File: config.mk
export PLATFORM = sky130hd
export DESIGN_NAME = regbank_write_ctrl
export DESIGN_NICKNAME = d
export VERILOG_FILES = /design/src/rtl/regbank_write_ctrl_pkg.sv /design/src/rtl/regbank_write_ctrl_timeout.sv /design/src/rtl/regbank_write_ctrl.sv
export SDC_FILE = /design/constraint.sdc
export NUM_CORES = 1
export LEC_CHECK = 0
export ABC_AREA = 1
export BUFFER_PORTS_ARGS = -buffer_cell sky130_fd_sc_hd__buf_4
export CORE_MARGIN = 5
export CORE_UTILIZATION = 45
export DETAILED_ROUTE_END_ITERATION = 8
export PLACE_DENSITY = 0.71
export SLEW_MARGIN = 20
export SYNTH_ARGS = -nofsm -noshare
export SYNTH_HDL_FRONTEND = slang
export SYNTH_SLANG_ARGS = --single-unit
File: constraint.sdc
create_clock -name CLK -period 2.8 [get_ports CLK]
set_input_delay 0.14 -clock CLK [delete_from_list [all_inputs] [get_ports CLK]]
set_output_delay 0.14 -clock CLK [all_outputs]
set_load 0.02 [all_outputs]
File: src/rtl/regbank_write_ctrl_pkg.sv
// Shared definitions for the C0 register-bank write controller: op codes,
// bank source-select codes, FSM state encoding and instruction field helpers.
package regbank_write_ctrl_pkg;

  localparam logic [1:0] OP_LDI = 2'b00;
  localparam logic [1:0] OP_MOV = 2'b01;
  localparam logic [1:0] OP_ALU = 2'b10;
  localparam logic [1:0] OP_CLR = 2'b11;

  localparam logic [1:0] MS_ALU  = 2'b00;
  localparam logic [1:0] MS_REG  = 2'b01;
  localparam logic [1:0] MS_IMM  = 2'b10;
  localparam logic [1:0] MS_ZERO = 2'b11;

  typedef enum logic [1:0] {
    ST_IDLE     = 2'b00,
    ST_IMM_WAIT = 2'b01,
    ST_ALU_WAIT = 2'b10,
    ST_WRITE    = 2'b11
  } state_e;

  // Instruction byte layout: [7:6] op, [5:3] Rd, [2:0] Rs
  function automatic logic [1:0] instr_op(input logic [7:0] b);
    return b[7:6];
  endfunction

  function automatic logic [2:0] instr_rd(input logic [7:0] b);
    return b[5:3];
  endfunction

  function automatic logic [2:0] instr_rs(input logic [7:0] b);
    return b[2:0];
  endfunction

endpackage

File: src/rtl/regbank_write_ctrl_timeout.sv
// ALU-wait timeout counter with clear, enable and terminal-count output.
// Only compiled when REGBANK_TIMEOUT_EN is defined; otherwise this file is empty.
`ifdef REGBANK_TIMEOUT_EN
module c0_timeout_ctr #(
  parameter int CNT_W    = 5,
  parameter int TERMINAL = 15
) (
  input  logic clk,
  input  logic rst,
  input  logic clear,
  input  logic enable,
  output logic tc
);

  logic [CNT_W-1:0] count;

  // Clear wins over enable so a fresh ALU wait always starts from zero
  always_ff @(posedge clk) begin
    if (rst) begin
      count <= '0;
    end else if (clear) begin
      count <= '0;
    end else if (enable) begin
      count <= count + CNT_W'(1);
    end else begin
      count <= count;
    end
  end

  assign tc = (count == CNT_W'(TERMINAL));

endmodule
`endif

File: src/rtl/regbank_write_ctrl.sv
// Write sequencer for the C0 8x8 register bank: decodes LDI/MOV/ALU/CLR and
// drives MS/RS/SRC_SEL/IMM/E. Optional ALU timeout enabled by REGBANK_TIMEOUT_EN.
module regbank_write_ctrl
  import regbank_write_ctrl_pkg::*;
#(
  parameter int TIMEOUT_CYCLES = 16,
  parameter int CNT_W          = 5
) (
  input  logic       CLK,
  input  logic       RST,
  input  logic [7:0] INSTR,
  input  logic       IVALID,
  output logic       IREADY,
  input  logic       ALU_DONE,
  output logic       ALU_START,
  output logic       MS1,
  output logic       MS0,
  output logic       RS2,
  output logic       RS1,
  output logic       RS0,
  output logic [2:0] SRC_SEL,
  output logic [7:0] IMM,
  output logic       E,
  output logic       BUSY,
  output logic       ERR
);

  if (2**CNT_W <= TIMEOUT_CYCLES) begin : g_bad_cnt_w
    $error("regbank_write_ctrl: CNT_W too narrow for TIMEOUT_CYCLES");
  end

  state_e     state;
  logic [1:0] ms;
  logic [2:0] rs;
  logic [2:0] rd;
  logic [2:0] src_sel;
  logic [7:0] imm;
  logic       iready;
  logic       e;
  logic       alu_start;
  logic       busy;
  logic       transfer;
  logic       abort;

  assign transfer = IVALID & iready;

`ifdef REGBANK_TIMEOUT_EN
  logic tmo_tc;
  logic err;

  c0_timeout_ctr #(
    .CNT_W    (CNT_W),
    .TERMINAL (TIMEOUT_CYCLES - 1)
  ) u_timeout (
    .clk    (CLK),
    .rst    (RST),
    .clear  (transfer && (state == ST_IDLE) && (instr_op(INSTR) == OP_ALU)),
    .enable (state == ST_ALU_WAIT),
    .tc     (tmo_tc)
  );

  // ALU_DONE in the expiry cycle still completes the write
  assign abort = (state == ST_ALU_WAIT) & tmo_tc & ~ALU_DONE;

  // Sticky timeout flag, cleared only by reset
  always_ff @(posedge CLK) begin
    if (RST) begin
      err <= 1'b0;
    end else if (abort) begin
      err <= 1'b1;
    end else begin
      err <= err;
    end
  end

  assign ERR = err;
`else
  assign abort = 1'b0;
  assign ERR   = 1'b0;
`endif

  // Main sequencer; bank-facing fields only change on entry to WRITE so they hold in IDLE
  always_ff @(posedge CLK) begin
    if (RST) begin
      state     <= ST_IDLE;
      iready    <= 1'b0;
      e         <= 1'b0;
      alu_start <= 1'b0;
      ms        <= MS_ALU;
      rs        <= 3'd0;
      rd        <= 3'd0;
      src_sel   <= 3'd0;
      imm       <= 8'h00;
      busy      <= 1'b0;
    end else begin
      e         <= 1'b0;
      alu_start <= 1'b0;
      case (state)
        ST_IDLE: begin
          if (transfer) begin
            iready <= 1'b0;
            busy   <= 1'b1;
            rd     <= instr_rd(INSTR);
            case (instr_op(INSTR))
              OP_LDI: state <= ST_IMM_WAIT;
              OP_MOV: begin
                state   <= ST_WRITE;
                ms      <= MS_REG;
                src_sel <= instr_rs(INSTR);
                rs      <= instr_rd(INSTR);
                e       <= 1'b1;
              end
              OP_ALU: begin
                state     <= ST_ALU_WAIT;
                alu_start <= 1'b1;
              end
              default: begin
                state <= ST_WRITE;
                ms    <= MS_ZERO;
                rs    <= instr_rd(INSTR);
                e     <= 1'b1;
              end
            endcase
          end else begin
            iready <= 1'b1;
          end
        end
        ST_IMM_WAIT: begin
          if (transfer) begin
            iready <= 1'b0;
            imm    <= INSTR;
            ms     <= MS_IMM;
            rs     <= rd;
            e      <= 1'b1;
            state  <= ST_WRITE;
          end else begin
            iready <= 1'b1;
          end
        end
        ST_ALU_WAIT: begin
          if (ALU_DONE) begin
            ms    <= MS_ALU;
            rs    <= rd;
            e     <= 1'b1;
            state <= ST_WRITE;
          end else if (abort) begin
            busy  <= 1'b0;
            state <= ST_IDLE;
          end else begin
            state <= ST_ALU_WAIT;
          end
        end
        ST_WRITE: begin
          iready <= 1'b0;
          busy   <= 1'b0;
          state  <= ST_IDLE;
        end
        default: begin
          iready <= 1'b0;
          busy   <= 1'b0;
          state  <= ST_IDLE;
        end
      endcase
    end
  end

  assign IREADY    = iready;
  assign ALU_START = alu_start;
  assign {MS1, MS0} = ms;
  assign {RS2, RS1, RS0} = rs;
  assign SRC_SEL   = src_sel;
  assign IMM       = imm;
  assign E         = e;
  assign BUSY      = busy;

endmodule
==> flow_results.xml <==
<?xml version="1.0" encoding="UTF-8"?>
<metrics>
  <group name="run_status">
    <metric name="status" unit="">completed</metric>
  </group>
  <group name="detailed_routing">
    <metric name="ant_nets" unit="">0</metric>
    <metric name="routed_vias" unit="">1011</metric>
    <metric name="via_per_inst" unit="">4.724</metric>
    <metric name="initialDrtViolationCount" unit="">27</metric>
    <metric name="totalWireLength" unit="µm">2594</metric>
    <metric name="drt_drc_violations_left" unit="">0</metric>
    <metric name="drt_first_pass_iters" unit="">6</metric>
    <metric name="route.detailed.wl_per_inst" unit="µm">12.12</metric>
  </group>
  <group name="cells_and_area">
    <metric name="area.growth.synth_to_final" unit="%">25.11</metric>
    <metric name="num-nets-final" unit="">202</metric>
    <metric name="fin_cells" unit="">214</metric>
    <metric name="final_core_util" unit="">0.5766</metric>
    <metric name="leading_cell_types_in_the_layout_fill_and_taps_excluded" unit="">31 x sky130_fd_sc_hd__buf_4, 27 x sky130_fd_sc_hd__nor2_1, 26 x sky130_fd_sc_hd__nand2_1, 25 x sky130_fd_sc_hd__dfxtp_1, 19 x sky130_fd_sc_hd__o21ai_0</metric>
    <metric name="antenna_diode_count" unit="">0</metric>
    <metric name="layout.cells.most_common" unit="">sky130_fd_sc_hd__buf_4</metric>
    <metric name="final_layout_size_suffix_gt1_frac" unit="">0.2228</metric>
    <metric name="filler_cell_count" unit="">250</metric>
  </group>
  <group name="worst_hold_path">
    <metric name="holdCritPathClass" unit="">in2reg</metric>
  </group>
  <group name="clock_network">
    <metric name="postCtsSetupBuffers" unit="">0</metric>
    <metric name="clock_tree_from_tritoncts" unit="">built</metric>
    <metric name="clk_transition_reported_paths" unit="ns">0.13</metric>
    <metric name="clk_root_buffer_cell" unit="">sky130_fd_sc_hd__clkbuf_4</metric>
    <metric name="cts_buffer_depth" unit="">2</metric>
    <metric name="cts_sink_cnt" unit="">25</metric>
    <metric name="clock_insertion_delay_at_the_later_pin_of_the_skew_report" unit="ns">0.31</metric>
    <metric name="cts_buffers" unit="">3</metric>
    <metric name="h-tree-depth" unit="">1</metric>
  </group>
  <group name="floorplanning">
    <metric name="floorplan.io_pins" unit="">33</metric>
    <metric name="row_count" unit="">18</metric>
    <metric name="die_area" unit="µm²">3589</metric>
    <metric name="starting_density" unit="">0.4609</metric>
    <metric name="die_height" unit="µm">59.91</metric>
    <metric name="die-width" unit="µm">59.91</metric>
    <metric name="floorplan.core_area" unit="µm²">2432</metric>
  </group>
  <group name="place">
    <metric name="io_buffers" unit="">31</metric>
    <metric name="place.detailed.instances" unit="">209</metric>
    <metric name="gpl.final_weighted_congestion" unit="">0.8574</metric>
    <metric name="place_hpwl" unit="µm">1955</metric>
  </group>
  <group name="synthesis">
    <metric name="synth_warnings" unit="">0</metric>
    <metric name="syn_area_per_cell" unit="µm²">7.375</metric>
    <metric name="yosys_register_bits" unit="">25</metric>
    <metric name="mappedNetlistArea" unit="µm²">1121</metric>
    <metric name="postSynthNetCount" unit="">169</metric>
    <metric name="synthesis.instances" unit="">152</metric>
    <metric name="synth.distinct_cells" unit="">23</metric>
    <metric name="part_of_the_yosys_area_used_for_sequential_elements" unit="">0.4464</metric>
  </group>
  <group name="power_and_ir_drop">
    <metric name="totalPowerFinal" unit="mW">1.178</metric>
    <metric name="power_density" unit="nW/µm²">839.8</metric>
    <metric name="worst_ir_drop_vdd" unit="mV">0.4794</metric>
    <metric name="cellLeakagePower" unit="nW">0.6956</metric>
  </group>
  <group name="global_route">
    <metric name="grt-ovfl-total" unit="">0</metric>
    <metric name="global_route_wire_length_before_repair" unit="µm">4326</metric>
    <metric name="antenna_found_initial" unit="">0</metric>
    <metric name="first_global_vias" unit="">964</metric>
    <metric name="pin_count_of_the_biggest_net_entering_global_routing" unit="">21</metric>
    <metric name="globalRouteTotalUtil" unit="">0.1616</metric>
  </group>
  <group name="setup_path">
    <metric name="critical_path_arrival" unit="ns">2.01</metric>
    <metric name="regToRegStartpoint" unit="">state[1]</metric>
    <metric name="critical_path.startpoint_type" unit="">flip-flop</metric>
    <metric name="timing.critical_path.required" unit="ns">3.02</metric>
    <metric name="ff2ff_setup_slack" unit="ns">1.01</metric>
    <metric name="worstSetupStartpoint" unit="">state[1]</metric>
    <metric name="crit_slowest_cell" unit="">sky130_fd_sc_hd__nor2_1</metric>
    <metric name="critPathCaptureType" unit="">flip-flop</metric>
    <metric name="critical_path.max_fanout" unit="">11</metric>
    <metric name="worstRegToRegCells" unit="">7</metric>
    <metric name="max_stage_delay" unit="ns">0.45</metric>
    <metric name="criticalPathCategory" unit="">reg2reg</metric>
    <metric name="worstPathCellList" unit="">inv_1 &gt; ha_1 &gt; inv_1 &gt; nor2_1 &gt; inv_1 &gt; nor2_1 &gt; nor2_1</metric>
    <metric name="crit_end" unit="">IMM[1]</metric>
    <metric name="r2r-end" unit="">IMM[1]</metric>
  </group>
  <group name="timing">
    <metric name="tightestPinTransition" unit="ns">0.5618</metric>
    <metric name="setup_total_negative_slack" unit="ns">0</metric>
    <metric name="max_clock_freq" unit="MHz">560.1</metric>
    <metric name="min_period" unit="ns">1.785</metric>
    <metric name="slew_headroom" unit="">0.6241</metric>
    <metric name="rsz_0062_raised_after_global_routing" unit="">no</metric>
    <metric name="hold_viol_final" unit="">0</metric>
    <metric name="report.final.slew_viol_count" unit="">0</metric>
    <metric name="final_min_period_over_clock_period" unit="">0.6377</metric>
    <metric name="setup_violations" unit="">0</metric>
    <metric name="skew" unit="ns">0.002132</metric>
  </group>
  <group name="flow_run">
    <metric name="number_of_max_cap_violations" unit="">0</metric>
  </group>
</metrics>
-- cells by family after synthesis --
kind of cell | share of synthesized area
simple gates | 0.2489
compound gates | 0.1563
fa+ha+maj | 0.05580
flops | 0.4464
other cells | 0.003345
buf+inv | 0.08927
-- state kept, by name (all words and copies together), names as in the netlist --
| name | flops |
|---|---|
| rs | 3 |
| ms | 2 |
| SRC_SEL | 3 |
| BUSY | 1 |
| state | 2 |
| IREADY | 1 |
| IMM | 8 |
| E | 1 |
| rd | 3 |
| ALU_START | 1 |
-- through the flow --
step	area, µm²	worst slack, ns	hold WS [ns]
after floorplan	1121	1.511	0.2091
after global placement	1366	1.229	0.3455
after detailed placement	1366	1.060	0.3532
after CTS	1393	1.028	0.004193
after global routing	1403	0.8465	0.05624
final	1403	1.015	0.05538
-- cell usage after synthesis (all sizes together) --
master	instances	share of area
nor2	28	0.10
nand2	27	0.093
dfxtp	25	0.45
inv	20	0.067
o21ai	20	0.093
a21oi	10	0.045
ha	5	0.056
nand3	4	0.029
buf	3	0.018
nand4	3	0.017
a21o	1	0.0067
a22oi	1	0.0067
a31oi	1	0.0056
clkbuf	1	0.0045
conb	1	0.0033
nor3	1	0.0045
or2	1	0.0056
-- what timing repair did --
action / CTS / global route
gates resized for setup: 0 / 0
hold buffers: 0 / 1
hold endpoints to repair: 0 / 2
-- cell type report --
cell class                      instances  area [µm²]  share of cell area
Clock buffer                            4       26.28             0.01873
Multi-Input combinational cell        103       520.5              0.3711
Tap cell                               30       37.54             0.02676
Timing Repair Buffer                   32       242.7              0.1731
Inverter                               20       75.07             0.05352
Sequential cell                        25       500.5              0.3568
-- worst max-delay path, delay by kind of cell, from the launching register on --
kind / cells / cell delay, ns
flip-flops: 1 / 0.37
buffers and inverters: 3 / 0.45
adder cells (fa/ha/maj): 1 / 0.19
AND/OR/NAND/NOR: 3 / 0.67
-- where the power goes --
| group | total, mW | internal, mW | switching [mW] |
|---|---|---|---|
| Sequential | 0.470 | 0.429 | 0.0416 |
| Combinational | 0.546 | 0.203 | 0.343 |
| Clock | 0.161 | 0.0556 | 0.106 |
-- routing by layer --
layer,routed length [µm],vias to the layer above,global-route usage
met2,1235,37,0.2546
met3,185,0,0.04104
met5,0,-,0
met4,0,0,0.08544
li1,-,544,-
met1,1173,430,0.2008
-- worst min-delay path by stage --
stage	startpoint	endpoint	depth (start not counted)
after floorplan	RST	SRC_SEL[0]	1
after global placement	RST	SRC_SEL[1]	2
after detailed placement	RST	SRC_SEL[1]	2
after CTS	RST	SRC_SEL[1]	2
after global routing	INSTR[0]	IMM[0]	3
final	INSTR[2]	IMM[2]	3
(Power assumes the default switching activity.)
